### src/rtl/rank_select.sv
// Order-statistic selector for the masked 2D filter: keeps the sample window,
// picks the slot whose rank equals the requested k, and drives a 2-stage output pipeline.
module rank_select #(
  parameter  int unsigned N         = 7,
  parameter  int unsigned DATA_W    = 8,
  localparam int unsigned RANK_BITS = $clog2(N + 1),
  localparam int unsigned SLOT_W    = (N > 1) ? $clog2(N) : 1
) (
  input  logic                   clk,
  input  logic                   rst,
  input  logic                   in_valid,
  output logic                   in_ready,
  input  logic [DATA_W-1:0]      in_data,
  input  logic [RANK_BITS*N-1:0] ranks_in,
  input  logic [N-1:0]           mask,
  input  logic [1:0]             sel_mode,
  input  logic [RANK_BITS-1:0]   k_cfg,
  output logic                   out_valid,
  input  logic                   out_ready,
  output logic [DATA_W-1:0]      out_data,
  output logic                   out_none,
  output logic [SLOT_W-1:0]      out_slot
);

  localparam int unsigned CNT_W = RANK_BITS;

  localparam logic [1:0] MODE_MIN    = 2'd0;
  localparam logic [1:0] MODE_MEDIAN = 2'd1;
  localparam logic [1:0] MODE_MAX    = 2'd2;
  localparam logic [1:0] MODE_CUSTOM = 2'd3;

  logic                 adv;
  logic                 accept;
  logic [DATA_W-1:0]    win [N];
  logic [CNT_W-1:0]     fill_cnt;
  logic                 acc_q;

  logic [RANK_BITS-1:0] m_cnt;
  logic [RANK_BITS:0]   m_plus1;
  logic [RANK_BITS-1:0] k_sel;
  logic [N-1:0]         match;

  logic                 s1_v;
  logic [N-1:0]         s1_match;
  logic [DATA_W-1:0]    s1_win [N];

  logic                 sel_found;
  logic [SLOT_W-1:0]    sel_idx;
  logic [DATA_W-1:0]    sel_data;

  // The whole pipeline moves together; a stalled output freezes everything upstream.
  assign adv      = !out_valid || out_ready;
  assign in_ready = adv;
  assign accept   = in_valid && adv;

  // Sliding window: newest sample enters at slot N-1, oldest leaves from slot 0.
  always_ff @(posedge clk or negedge rst) begin
    if (!rst) begin
      for (int i = 0; i < N; i++) win[i] <= '0;
      fill_cnt <= '0;
    end else if (accept) begin
      for (int i = 0; i < N - 1; i++) win[i] <= win[i + 1];
      win[N-1] <= in_data;
      if (fill_cnt != CNT_W'(N)) fill_cnt <= fill_cnt + CNT_W'(1);
    end
  end

  // Marks that ranks_in now describes a freshly shifted window.
  always_ff @(posedge clk or negedge rst) begin
    if (!rst) begin
      acc_q <= 1'b0;
    end else if (adv) begin
      acc_q <= accept;
    end
  end

  // Active-slot count and the target rank for the selected mode.
  always_comb begin
    m_cnt = '0;
    for (int j = 0; j < N; j++) m_cnt = m_cnt + RANK_BITS'(mask[j]);
    m_plus1 = {1'b0, m_cnt} + (RANK_BITS + 1)'(1);
    k_sel   = '0;
    case (sel_mode)
      MODE_MIN:    k_sel = RANK_BITS'(1);
      MODE_MEDIAN: k_sel = m_plus1[RANK_BITS:1];
      MODE_MAX:    k_sel = m_cnt;
      MODE_CUSTOM: begin
        if (k_cfg == '0)        k_sel = RANK_BITS'(1);
        else if (k_cfg > m_cnt) k_sel = m_cnt;
        else                    k_sel = k_cfg;
      end
      default:     k_sel = '0;
    endcase
  end

  always_comb begin
    match = '0;
    for (int j = 0; j < N; j++) begin
      match[j] = mask[j] && (ranks_in[j*RANK_BITS +: RANK_BITS] == k_sel) && (m_cnt != '0);
    end
  end

  // Stage 1: capture the match vector alongside the window it refers to.
  always_ff @(posedge clk or negedge rst) begin
    if (!rst) begin
      s1_v     <= 1'b0;
      s1_match <= '0;
      for (int i = 0; i < N; i++) s1_win[i] <= '0;
    end else if (adv) begin
      s1_v     <= acc_q && (fill_cnt == CNT_W'(N));
      s1_match <= match;
      for (int i = 0; i < N; i++) s1_win[i] <= win[i];
    end
  end

  // Lowest set match bit wins, so rank ties upstream resolve deterministically.
  always_comb begin
    sel_found = 1'b0;
    sel_idx   = '0;
    sel_data  = '0;
    for (int j = int'(N) - 1; j >= 0; j--) begin
      if (s1_match[j]) begin
        sel_found = 1'b1;
        sel_idx   = SLOT_W'(j);
        sel_data  = s1_win[j];
      end
    end
  end

  // Stage 2: registered result toward the pixel sink.
  always_ff @(posedge clk or negedge rst) begin
    if (!rst) begin
      out_valid <= 1'b0;
      out_data  <= '0;
      out_none  <= 1'b0;
      out_slot  <= '0;
    end else if (adv) begin
      out_valid <= s1_v;
      out_data  <= sel_data;
      out_none  <= !sel_found;
      out_slot  <= sel_idx;
    end
  end

endmodule
### config.mk
export PLATFORM = sky130hd
export DESIGN_NAME = rank_select
export DESIGN_NICKNAME = d
export VERILOG_FILES = /design/src/rtl/rank_select.sv
export SDC_FILE = /design/constraint.sdc
export NUM_CORES = 1
export LEC_CHECK = 0
export ABC_AREA = 1
export CAP_MARGIN = 20
export CORE_UTILIZATION = 57
export CTS_CLUSTER_SIZE = 30
export DETAILED_ROUTE_END_ITERATION = 8
export HOLD_SLACK_MARGIN = 0.08
export PLACE_DENSITY = 0.79
export SYNTH_ARGS = -nofsm -noshare
export SYNTH_HDL_FRONTEND = slang
export SYNTH_SLANG_ARGS = --single-unit
export TNS_END_PERCENT = 50
### constraint.sdc
create_clock -name clk -period 2 [get_ports clk]
set_input_delay 0.2 -clock clk [delete_from_list [all_inputs] [get_ports clk]]
set_output_delay 0.2 -clock clk [all_outputs]
set_load 0.01 [all_outputs]
; Yosys cells after proc, flatten, opt, wreduce, memory -nomap -nowiden
; Cells that the tools add are included.
[totals]
out_inout_bits = 14
inputBits = 45
reg_bits = 137
wordCells = 90
[classes]
order_cmp = 1
mux = 24
eq_ne = 12
n_addsub = 8
n_reduce_logical = 23
[op_table]
columns = cell, count
row1 = two-way mux 8 bit, 7
row2 = two-way mux 3 bit, 9
row3 = == test 3 bit, 7
row4 = logical AND 1 bit, 16
row5 = adder 3 x 1 -> 3 bit, 4
row6 = one-hot mux 3 bit (4 select lines), 1
row7 = two-way mux 1 bit, 7
row8 = "adder 3 x 1 -> 4 bit, second input constant", 1
row9 = "== test 2 bit, second input constant", 2
row10 = adder 2 x 1 -> 3 bit, 1
row11 = "adder 3 x 1 -> 3 bit, second input constant", 1
row12 = "== test 3 bit, second input constant", 1
row13 = > comparator 3 bit, 1
row14 = logical NOT 3 bit, 1
row15 = "inequality test 3 bit, second input constant", 1
row16 = nonzero test 3 bit, 1
row17 = adder 1 x 1 -> 2 bit, 1
row18 = "== test 2 x 1 -> 1 bit, second input constant", 1
row19 = logical NOT 1 bit, 2
row20 = logical NOT 2 bit, 1
row21 = AND reduction 2 bit, 1
row22 = logical OR 1 bit, 1

; Longest topological paths before layout
; Gate-level depths: netlist of run 1.
[logic_depth]
word_depth = 13
depth_mapped = 20
ltp_nobuf = 19

; Worst setup path after synthesis of run 1
; No wires, ideal clock.
[synth_timing]
path_type = in2reg
startpoint = in mask[0]
endpoint = reg s1_match[0]
path_slack_ns = -1.418
stages = 16
t_arrival_ns = 3.352
required_time_ns = 1.934
cell_sequence = fa_1 -> inv_1 -> fa_1 -> fa_1 -> fa_1 -> inv_2 -> ha_1 -> nand2_1 -> a21oi_1 -> a21oi_1 -> nand2_2 -> nand2_1 -> nand2_1 -> nor2_1 -> nand2_1 -> nand2_1
[synth_via]
elab_chain_len = 13
[synth_rtl]
columns = item, line_no
row1 = start: declaration, 15  ; input logic [N-1:0] mask,
row2 = adder 1 x 1 -> 2 bit, 80  ; for (int j = 0; j < N; j++) m_cnt = m_cnt + RANK_BITS'(mask[j]);
row3 = adder 2 x 1 -> 3 bit, 80
row4 = adder 3 x 1 -> 3 bit (4 in a row), 80
row5 = > comparator 3 bit, 89  ; else if (k_cfg > m_cnt) k_sel = m_cnt;
row6 = two-way mux 3 bit, 89
row7 = two-way mux 3 bit, 88  ; if (k_cfg == '0) k_sel = RANK_BITS'(1);
row8 = one-hot mux 3 bit (4 select lines), 83  ; case (sel_mode)
row9 = == test 3 bit, 99  ; match[j] = mask[j] && (ranks_in[j*RANK_BITS +: RANK_BITS] == k_sel) && (m_cnt != '0);
row10 = logical AND 1 bit, 99
row11 = logical AND 1 bit *, 99
row12 = end signal: assignment, 111  ; s1_match <= match;
row13 = end: declaration, 44  ; logic [N-1:0] s1_match;
; Mark *: on every way between the ends. The rest lies on a longest branch, timed or not.
; A chain may end at the register's enable or synchronous reset.

; Final worst setup path of run 1
[layout_timing]
startpoint = in mask[3]
endpoint = reg s1_match[0]
[layout_via]
elab_chain_len = 11
[layout_rtl]
columns = item, line_no
row1 = adder 3 x 1 -> 3 bit * (4 in a row), 80
row2 = > comparator 3 bit, 89
row3 = two-way mux 3 bit, 89
row4 = two-way mux 3 bit, 88
row5 = one-hot mux 3 bit (4 select lines), 83
row6 = == test 3 bit, 99
row7 = logical AND 1 bit, 99
row8 = logical AND 1 bit *, 99
; Marks and branches as above.

==> results.tsv, run 1 <==
metric	value	unit
status	complete, but fails checks	
violations	setup timing	
fp.dieW	108	microns
die_h	108	microns
worst_slew_pin_slew	0.514	ns
crit_chain	buf_6, fa_1, inv_1, fa_1, fa_2, fa_2, buf_6, nand3_2, nand2_1, inv_1, nand2_2, nand2_4, nand2_4, nand3_4, buf_4, nand3_1, nand2_1, nor2_1, nand2_1, nand2_1	
p_leak	0.00403	uW
yosysTopAreaCell	dfrtp_1	
numCtsBuffers	17	
ir_drop	0.00115	V
start_util	0.587	
clock_path_buffers	2	
setup_tns	-7.32	ns
synth-edff-count	0	
grt_pass1_wl	25.4	mm
worstPathArrival	3.55	ns
setup_violations	7	
p_int	7190	uW
critPathMostFrequentCell	nand2_1	
layout.nets	921	
ys.flop_type	dfrtp_1	
ys_warn_count	0	
drt_pass1_iterations	6	
core_area	10800	sq um
antenna_found_initial	0	
cts_sinks	137	
cts_tree	yes	
grt_pass1_vias	5262	
worst_path_max_delay_cell	fa_2	
post-dp-hpwl	10.6	mm
hold_viol_final	0	
track_usage	0.289	
max_freq	325	MHz
switchingPower	3690	uW
clock_latency	0.53	ns
cp_max_fo	8	
drtIter0Drc	461	
clkPwrFrac	0.294	
rows	38	
drive_gt1_frac	0.111	
slowest_delay	0.64	ns
synth_top_area_share	0.538	
ant_nets	0	
period_share	1.54	
max_cap_violations	0	
crit_required	2.47	ns
synth_cell_types	33	
p_comb_frac	0.290	
clock-root-buffer	clkbuf_8	
yosysSeqAreaShare	0.538	
synth_most_common_cell	nand2_1	
gp_congestion	0.885	
clk_pin_slew_worst_paths	0.06	ns
ys_async_sr_fraction	1.00	
seqPwrFrac	0.416	
synth_cells	793	
start_kind	primary input	
timing.hold.ws	0.140	ns
crit_buf_inv	5	
dieArea	11600	sq um
routedWlPerCell	15.4	microns
rsz0062_at_grt	true	
path_class	in2reg	
min_period	3.08	ns
synth_nets	847	
ys_seq_elements	137	
finalWorstSetupSlack	-1.08	ns
io-pin-count	59	
switching_share	0.339	
grt_overflow	0	
antenna_cells	0	
clock_skew	0.00923	ns
worst_hold_path_type	in2reg	
grt_max_degree	67	
slew_headroom	0.657	
avgSynthCellArea	8.03	sq um
h-tree-depth	4	
num_vias	5516	
routed_via_density	5.41	
io_buffers	58	
route.detailed.drc	0	
utilization	0.739	
synth_common_cells	nand2_1 (298), dfrtp_1 (137), inv_1 (78)	
slew_viol_final	0	
netlist_top_cells_area	dfrtp_1 (54%), nand2_1 (18%), o21ai_0 (6.1%)	
p_total	10900	uW
drt-total-wl	15.7	mm
critPathCaptureType	flop	
crit_family	adder cells	
dp_slack	-2.07	ns
p_per_area	1360	nW/um^2
area_growth	25.8	%
synth_area	6370	sq um
stage by stage:
stage | area (sq um) | std cells
final | 8010 | 1020
after global routing | 8010 | 1020
after CTS | 7940 | 1016
after detailed placement | 7250 | 980
after global placement | 7250 | 980
after floorplan | 6390 | 793
power by group through the flow:
stage	logic [uW]	registers (uW)	clock network, uW
after CTS	3070	4520	3220
after floorplan	1900	4380	0
after global routing	3540	4640	3350
after detailed placement	2950	4540	0
after global placement	2830	4500	0
final	3150	4530	3200
layout make-up:
cell class,count,area [sq um]
fillers,824,2830
clock buffers,20,435
well taps,140,175
flip-flops and latches,137,3430
multi-input cells,538,2610
inverters,82,310
clock inverters,12,174
repair buffers,91,880
cells in the final DEF, fill, tap and decap left out, types with 3 or more instances in the layout:
cell and instances:
dfrtp_1 137, inv_1 78, clkinv_2 4, nand2_4 6
o22ai_1 3, clkinv_4 3, nand3_1 39, a211oi_1 7
nor3_1 3, nand3_4 3, buf_6 3, o21ai_0 76
nor2_1 37, o21ai_1 3, nand2_1 293, clkbuf_16 16
clkdlybuf4s50_1 53, buf_12 4, buf_4 27, ha_1 3
bufinv_16 4, nand2_2 6, o211ai_1 5, a21oi_1 25
nand4_1 4
tightest hold or removal path: stages:
cell	delay, ns
buf_2	0.11
inv_1	0.06
nor2_1	0.06
nand2_1	0.06
nor2_1	0.04
nand2_1	0.06
nand2_1	0.04
state kept, by name, summed over array words and instances (netlist names):
signal	flops
s1_match	7
fill_cnt	3
out_slot	3
acc_q	1
out_none	1
out_data	8
s1_win	56
win	56
out_valid	1
s1_v	1
per-layer routing:
metal / GRT usage / up-vias / routed length [microns]
met5: 0 / - / 0
met4: 0.109 / 0 / 365
met3: 0.0593 / 30 / 880
met2: 0.473 / 193 / 7580
met1: 0.380 / 2633 / 6900
li1: - / 2660 / -
cell families after synthesis:
kind of cell             count (synthesis)  synth area share
AO/OA/AOI/OAI                          128             0.109
XOR/XNOR                                 1           0.00138
adder cells (fa/ha/maj)                  9            0.0224
buffers and inverters                  119            0.0727
flip-flops                             137             0.538
multiplexers                             2           0.00354
AND/OR/NAND/NOR                        397             0.253
repair_timing:
item | 4_1_cts | 5_1_grt
gates cloned | 0 | 1
pin swaps | 11 | 16
hold endpoints to repair | 137 | 0
setup endpoints to repair | 8 | 8
gates resized for setup | 22 | 12
buffers inserted | 3 | 3
hold buffers | 1 | 0
path summary, 6_finish.rpt:
check / from / endpoint / slack (ns) / cells past startpoint
max in group asynchronous: rst / s1_win[45] / 1.17 / 3
min in group asynchronous: rst / win[9] / 0.16 / 2
hold reg to reg: s1_v / out_valid / 0.46 / 2
setup reg to reg: s1_match[3] / out_data[6] / 0.40 / 5
hold / removal: mask[0] / s1_match[0] / 0.14 / 7
setup / recovery: mask[3] / s1_match[0] / -1.08 / 20
Power figures use the tool's default switching activity.
==> run 2: changes to the inputs <==
--- a/config.mk
+++ b/config.mk
@@ -7,11 +7,12 @@
 export LEC_CHECK = 0
 export ABC_AREA = 1
 export CAP_MARGIN = 20
-export CORE_UTILIZATION = 57
+export CORE_UTILIZATION = 62
 export CTS_CLUSTER_SIZE = 30
 export DETAILED_ROUTE_END_ITERATION = 8
+export GPL_TIMING_DRIVEN = 0
 export HOLD_SLACK_MARGIN = 0.08
-export PLACE_DENSITY = 0.79
+export PLACE_DENSITY = 0.85
 export SYNTH_ARGS = -nofsm -noshare
 export SYNTH_HDL_FRONTEND = slang
 export SYNTH_SLANG_ARGS = --single-unit
==> constraint.sdc (replaced) <==
create_clock -name clk -period 4 [get_ports clk]
set_input_delay 0.4 -clock clk [delete_from_list [all_inputs] [get_ports clk]]
set_output_delay 0.4 -clock clk [all_outputs]
set_load 0.01 [all_outputs]
==> results.tsv, run 2 (synthesis results as in run 1) <==
metric	value	unit
crit_start	mask[0]	
fp.dieW	103	microns
routed_via_density	5.68	
ir_drop	0.000494	V
final_cell_mix	nand2_1 (298), dfrtp_1 (137), inv_1 (78), o21ai_0 (76), clkdlybuf4s50_1 (57)	
cts_sinks	137	
routedWlPerCell	16.1	microns
ant_nets	0	
h-tree-depth	4	
route.detailed.drc	0	
start_util	0.645	
worst_path_max_delay_cell	fa_2	
crit_required	4.41	ns
drt-total-wl	16.4	mm
track_usage	0.336	
grt_pass1_wl	26.6	mm
utilization	0.787	
p_int	3420	uW
r2r_start	out_valid	
post-dp-hpwl	11.0	mm
io-pin-count	59	
grt_overflow	0	
critPathCaptureType	flop	
dp_slack	-0.587	ns
antenna_found_initial	0	
finalWorstSetupSlack	0.224	ns
layout.nets	926	
switching_share	0.353	
period_share	0.944	
seqPwrFrac	0.429	
status	finished, final reports clean	
crit_family	adder cells	
crit_chain	clkdlybuf4s50_1, fa_1, inv_1, fa_1, fa_1, fa_2, inv_2, ha_1, or2_1, a21oi_2, a21oi_4, nand2_2, nand2_1, nand2_1, nor2_1, nand2_1, nand2_1	
use_met1	0.429	
setup_violations	0	
clkPwrFrac	0.288	
crit_buf_inv	3	
max_freq	265	MHz
hold_viol_final	0	
worst_hold_path_type	in2async	
drt_pass1_iterations	6	
worst_slew_pin_slew	0.833	ns
slew_headroom	0.440	
grt_use_met2	0.541	
area_growth	21.9	%
io_buffers	58	
clock-root-buffer	clkbuf_8	
switchingPower	1870	uW
final_common_cell	nand2_1	
min_period	3.78	ns
rsz0062_at_grt	false	
p_total	5290	uW
cts_tree	yes	
numCtsBuffers	17	
grtUsageMet3	0.0968	
cp_max_fo	8	
post_cts_buffers	0	
dieArea	10700	sq um
grt_max_degree	93	
worstPathArrival	4.19	ns
core_area	9860	sq um
slowest_delay	0.61	ns
die_h	103	microns
antenna_cells	0	
p_leak	0.00388	uW
dpl-instance-area	7140	sq um
clk_pin_slew_worst_paths	0.06	ns
max_cap_violations	0	
path_class	in2reg	
drtIter0Drc	615	
fin_area	7760	sq um
busiest_layer	met2	
grt_pass1_vias	5556	
reg.largest.list	s1_win (56), win (56), out_data (8)	
clock_path_buffers	2	
rows	36	
clock_latency	0.53	ns
critPathMostFrequentCell	nand2_1	
slew_viol_final	0	
p_per_area	681	nW/um^2
start_kind	primary input	
p_comb_frac	0.283	
gp_congestion	0.905	
clock_skew	0.00882	ns
num_vias	5782	
drive_gt1_frac	0.0701	
==> run 2: cell count changes in the layout (fill, tap and decap cells not counted), moves of 4 or more <==
cell / change
buf_4: -26
clkbuf_1: +26
nand2_4: -6
clkinvlp_4: +5
nand2_1: +5
buf_12: -4
buf_2: +4
clkdlybuf4s50_1: +4
clkinv_2: -4
==> run 2: area by class of cell <==
cell class              count  area, sq um
inverters                  82          308
well taps                 133          166
plain buffers              37          158
clock buffers              20          445
flip-flops and latches    137         3430
fillers                   652         2100
repair buffers             60          619
multi-input cells         537         2500
clock inverters            12          140
==> run 2: path summary, 6_finish.rpt <==
path,endpoint,slack [ns],cells past startpoint
max,s1_match[6],0.22,17
min,win[6],0.36,2
max reg2reg,s1_win[19],1.84,6
min reg2reg,out_valid,0.45,2
max in group asynchronous,s1_match[2],2.86,3
min in group clk,win[7],0.43,3
==> run 2: metrics by stage <==
| stage | instances | setup TNS, ns | hold WS [ns] |
|---|---|---|---|
| floorplan | 793 | 0 | 0.104 |
| finish | 1018 | 0 | 0.359 |
| global placement | 984 | -351.20 | 0.433 |
| global route | 1018 | 0 | 0.396 |
| CTS | 1018 | 0 | 0.363 |
| detailed placement | 985 | -3.93 | 0.352 |
==> run 2: power groups by stage <==
stage,Combinational (uW),Clock [uW],Sequential (uW)
after floorplan,937,0,2190
after global placement,1380,0,2240
after detailed placement,1440,0,2260
after CTS,1480,1530,2250
after global routing,1690,1590,2320
final,1500,1520,2270
==> run 2: worst register-to-register path: stages (launching register included) <==
cell and delay, ns:
dfrtp_1 0.36, inv_1 0.04, nor2_1 0.39, clkbuf_1 0.55, buf_1 0.43, nand2_1 0.15
o21ai_0 0.15
==> run 2: routing by layer <==
layer	vias up	wire length [microns]	part of all wire
li1	2669	-	-
met1	2740	6490	0.40
met2	310	7850	0.48
met3	63	1520	0.093
met4	0	546	0.033
met5	-	0	0
==> run 2: what timing repair did <==
action,in CTS,in global routing
pin swaps,0,0
hold endpoints to repair,45,0
gates resized for setup,1,7
hold buffers,1,0
endpoints found under the setup margin,6,7
==> run 3: changes to the inputs <==
--- a/config.mk
+++ b/config.mk
@@ -7,6 +7,7 @@
 export LEC_CHECK = 0
 export ABC_AREA = 1
 export CAP_MARGIN = 20
+export CORE_MARGIN = 2
 export CORE_UTILIZATION = 62
 export CTS_CLUSTER_SIZE = 30
 export DETAILED_ROUTE_END_ITERATION = 8
==> results.tsv, run 3 (synthesis results as in run 1) <==
metric	value	unit
status	finished, final reports clean	
post-dp-hpwl	11.2	mm
num_vias	5922	
rr_endpoint	s1_win[14]	
io_buffers	58	
fin_area	7820	sq um
cp_max_fo	10	
crit_chain	clkdlybuf4s50_1, fa_1, inv_1, fa_1, fa_1, fa_2, inv_2, ha_1, nand2_1, nand2_1, o21ai_0, buf_4, nand3_1, nand2_1, nor2_1, nand2_1, nand2_1	
layout.nets	926	
crit_required	4.42	ns
final_common_cell	nand2_1	
period_share	0.957	
critPathMostFrequentCell	nand2_1	
routed_via_density	5.82	
fp.dieW	105	microns
h-tree-depth	4	
fin_cells	1017	
final_cell_mix	nand2_1 (298), dfrtp_1 (137), inv_1 (78), o21ai_0 (77), clkdlybuf4s50_1 (57)	
dieArea	11100	sq um
drtIter0Drc	672	
min_period	3.83	ns
clock_skew	0.00834	ns
clock_path_buffers	2	
area_growth	22.8	%
worst_slew_pin_slew	0.778	ns
track_usage	0.332	
grt_overflow	0	
p_per_area	703	nW/um^2
grt_pass1_wl	28.7	mm
switching_share	0.345	
worst_path_max_delay_cell	fa_2	
reg.largest.list	s1_win (56), win (56), out_data (8)	
die_h	105	microns
dp_slack	-0.594	ns
drive_gt1_frac	0.0679	
crit_buf_inv	4	
core_area	9860	sq um
finalWorstSetupSlack	0.172	ns
dpl-instance-area	7140	sq um
setup_tns	0	ns
place_inst	985	
drt_pass1_iterations	6	
max_freq	261	MHz
p_comb_frac	0.279	
worstPathArrival	4.25	ns
route.detailed.drc	0	
antenna_cells	0	
seqPwrFrac	0.413	
r2r_setup_slack	1.78	ns
io-pin-count	59	
rsz0062_at_grt	false	
gp_congestion	0.925	
ir_drop	0.000424	V
clock-root-buffer	clkbuf_8	
clkPwrFrac	0.308	
drt-total-wl	17.2	mm
slowest_delay	0.62	ns
grt_max_degree	105	
cts_tree	yes	
antenna_found_initial	0	
max_cap_violations	0	
path_class	in2reg	
r2r_start	out_valid	
clk_pin_slew_worst_paths	0.06	ns
critPathCaptureType	flop	
setup_violations	0	
start_util	0.645	
slew_viol_final	0	
rows	36	
switchingPower	1890	uW
start_kind	primary input	
crit_family	adder cells	
clock_latency	0.54	ns
routedWlPerCell	16.9	microns
numCtsBuffers	17	
cts_sinks	137	
grt_pass1_vias	5966	
r2r_cells	6	
hold_viol_final	0	
p_int	3600	uW
ant_nets	0	
slew_headroom	0.477	
p_leak	0.00392	uW
worst_hold_path_type	in2async	
run 3: cell types whose count changed in the layout (fill, tap and decap cells not counted):
cell | before | now
nand2_2 | 6 | 5
inv_6 | 3 | 0
o21ai_0 | 76 | 77
clkinv_2 | 0 | 1
clkinv_4 | 1 | 2
o21ai_2 | 1 | 0
bufinv_16 | 2 | 5
clkinvlp_4 | 6 | 3
nand2_4 | 0 | 1
run 3: stage by stage:
stage	total power (uW)	utilization	hold WS, ns
6_report	5500	0.793	0.317
5_1_grt	5790	0.793	0.356
4_1_cts	5440	0.790	0.320
3_5_place_dp	3710	0.724	0.309
3_3_place_gp	3600	0.721	0.434
2_1_floorplan	3130	-	0.104
run 3: cell type report:
cell class | count | area (sq um)
clock buffer | 20 | 445
timing repair buffer | 60 | 619
fill | 619 | 2050
buffer | 37 | 158
tap | 133 | 166
multi-input combinational | 537 | 2500
clock inverter | 11 | 195
sequential | 137 | 3430
inverter | 82 | 308
run 3: what timing repair did:
action	in CTS	in global routing
hold buffers	1	0
endpoints found under the hold margin	33	0
buffers inserted	0	0
setup endpoints to repair	4	7
resized for setup	1	6
run 3: worst max-delay path by stage:
stage                     startpoint     endpoint  slack [ns]  cells past startpoint
after floorplan              mask[0]  s1_match[0]        0.38                     16
after global placement           rst      win[53]       -2.54                      1
after detailed placement     mask[0]  s1_match[4]       -0.59                     17
after CTS                    mask[0]  s1_match[4]        0.11                     20
after global routing         mask[0]  s1_match[5]        0.01                     17
final                        mask[0]  s1_match[4]        0.17                     17
run 3: routing by layer:
layer | wire length, microns | share of wire | up-vias | GRT usage
met5 | 0 | 0 | - | 0
met1 | 6660 | 0.39 | 2798 | 0.425
met4 | 810 | 0.047 | 0 | 0.169
met3 | 1540 | 0.090 | 82 | 0.0742
li1 | - | - | 2671 | -
met2 | 8190 | 0.48 | 371 | 0.535
run 3: power by group through the flow:
stage / clock network (uW) / logic [uW] / registers (uW)
2_1_floorplan: 0 / 937 / 2190
3_3_place_gp: 0 / 1370 / 2230
3_5_place_dp: 0 / 1450 / 2260
4_1_cts: 1690 / 1500 / 2250
5_1_grt: 1760 / 1720 / 2310
6_report: 1690 / 1530 / 2270
run 3: worst register-to-register path, delay by kind of cell, from the launching register on:
kind | cells | cell delay [ns]
AOI/OAI and AO/OA | 1 | 0.12
and+or+nand+nor | 2 | 0.56
buffers and inverters | 3 | 1.12
DFF | 1 | 0.35
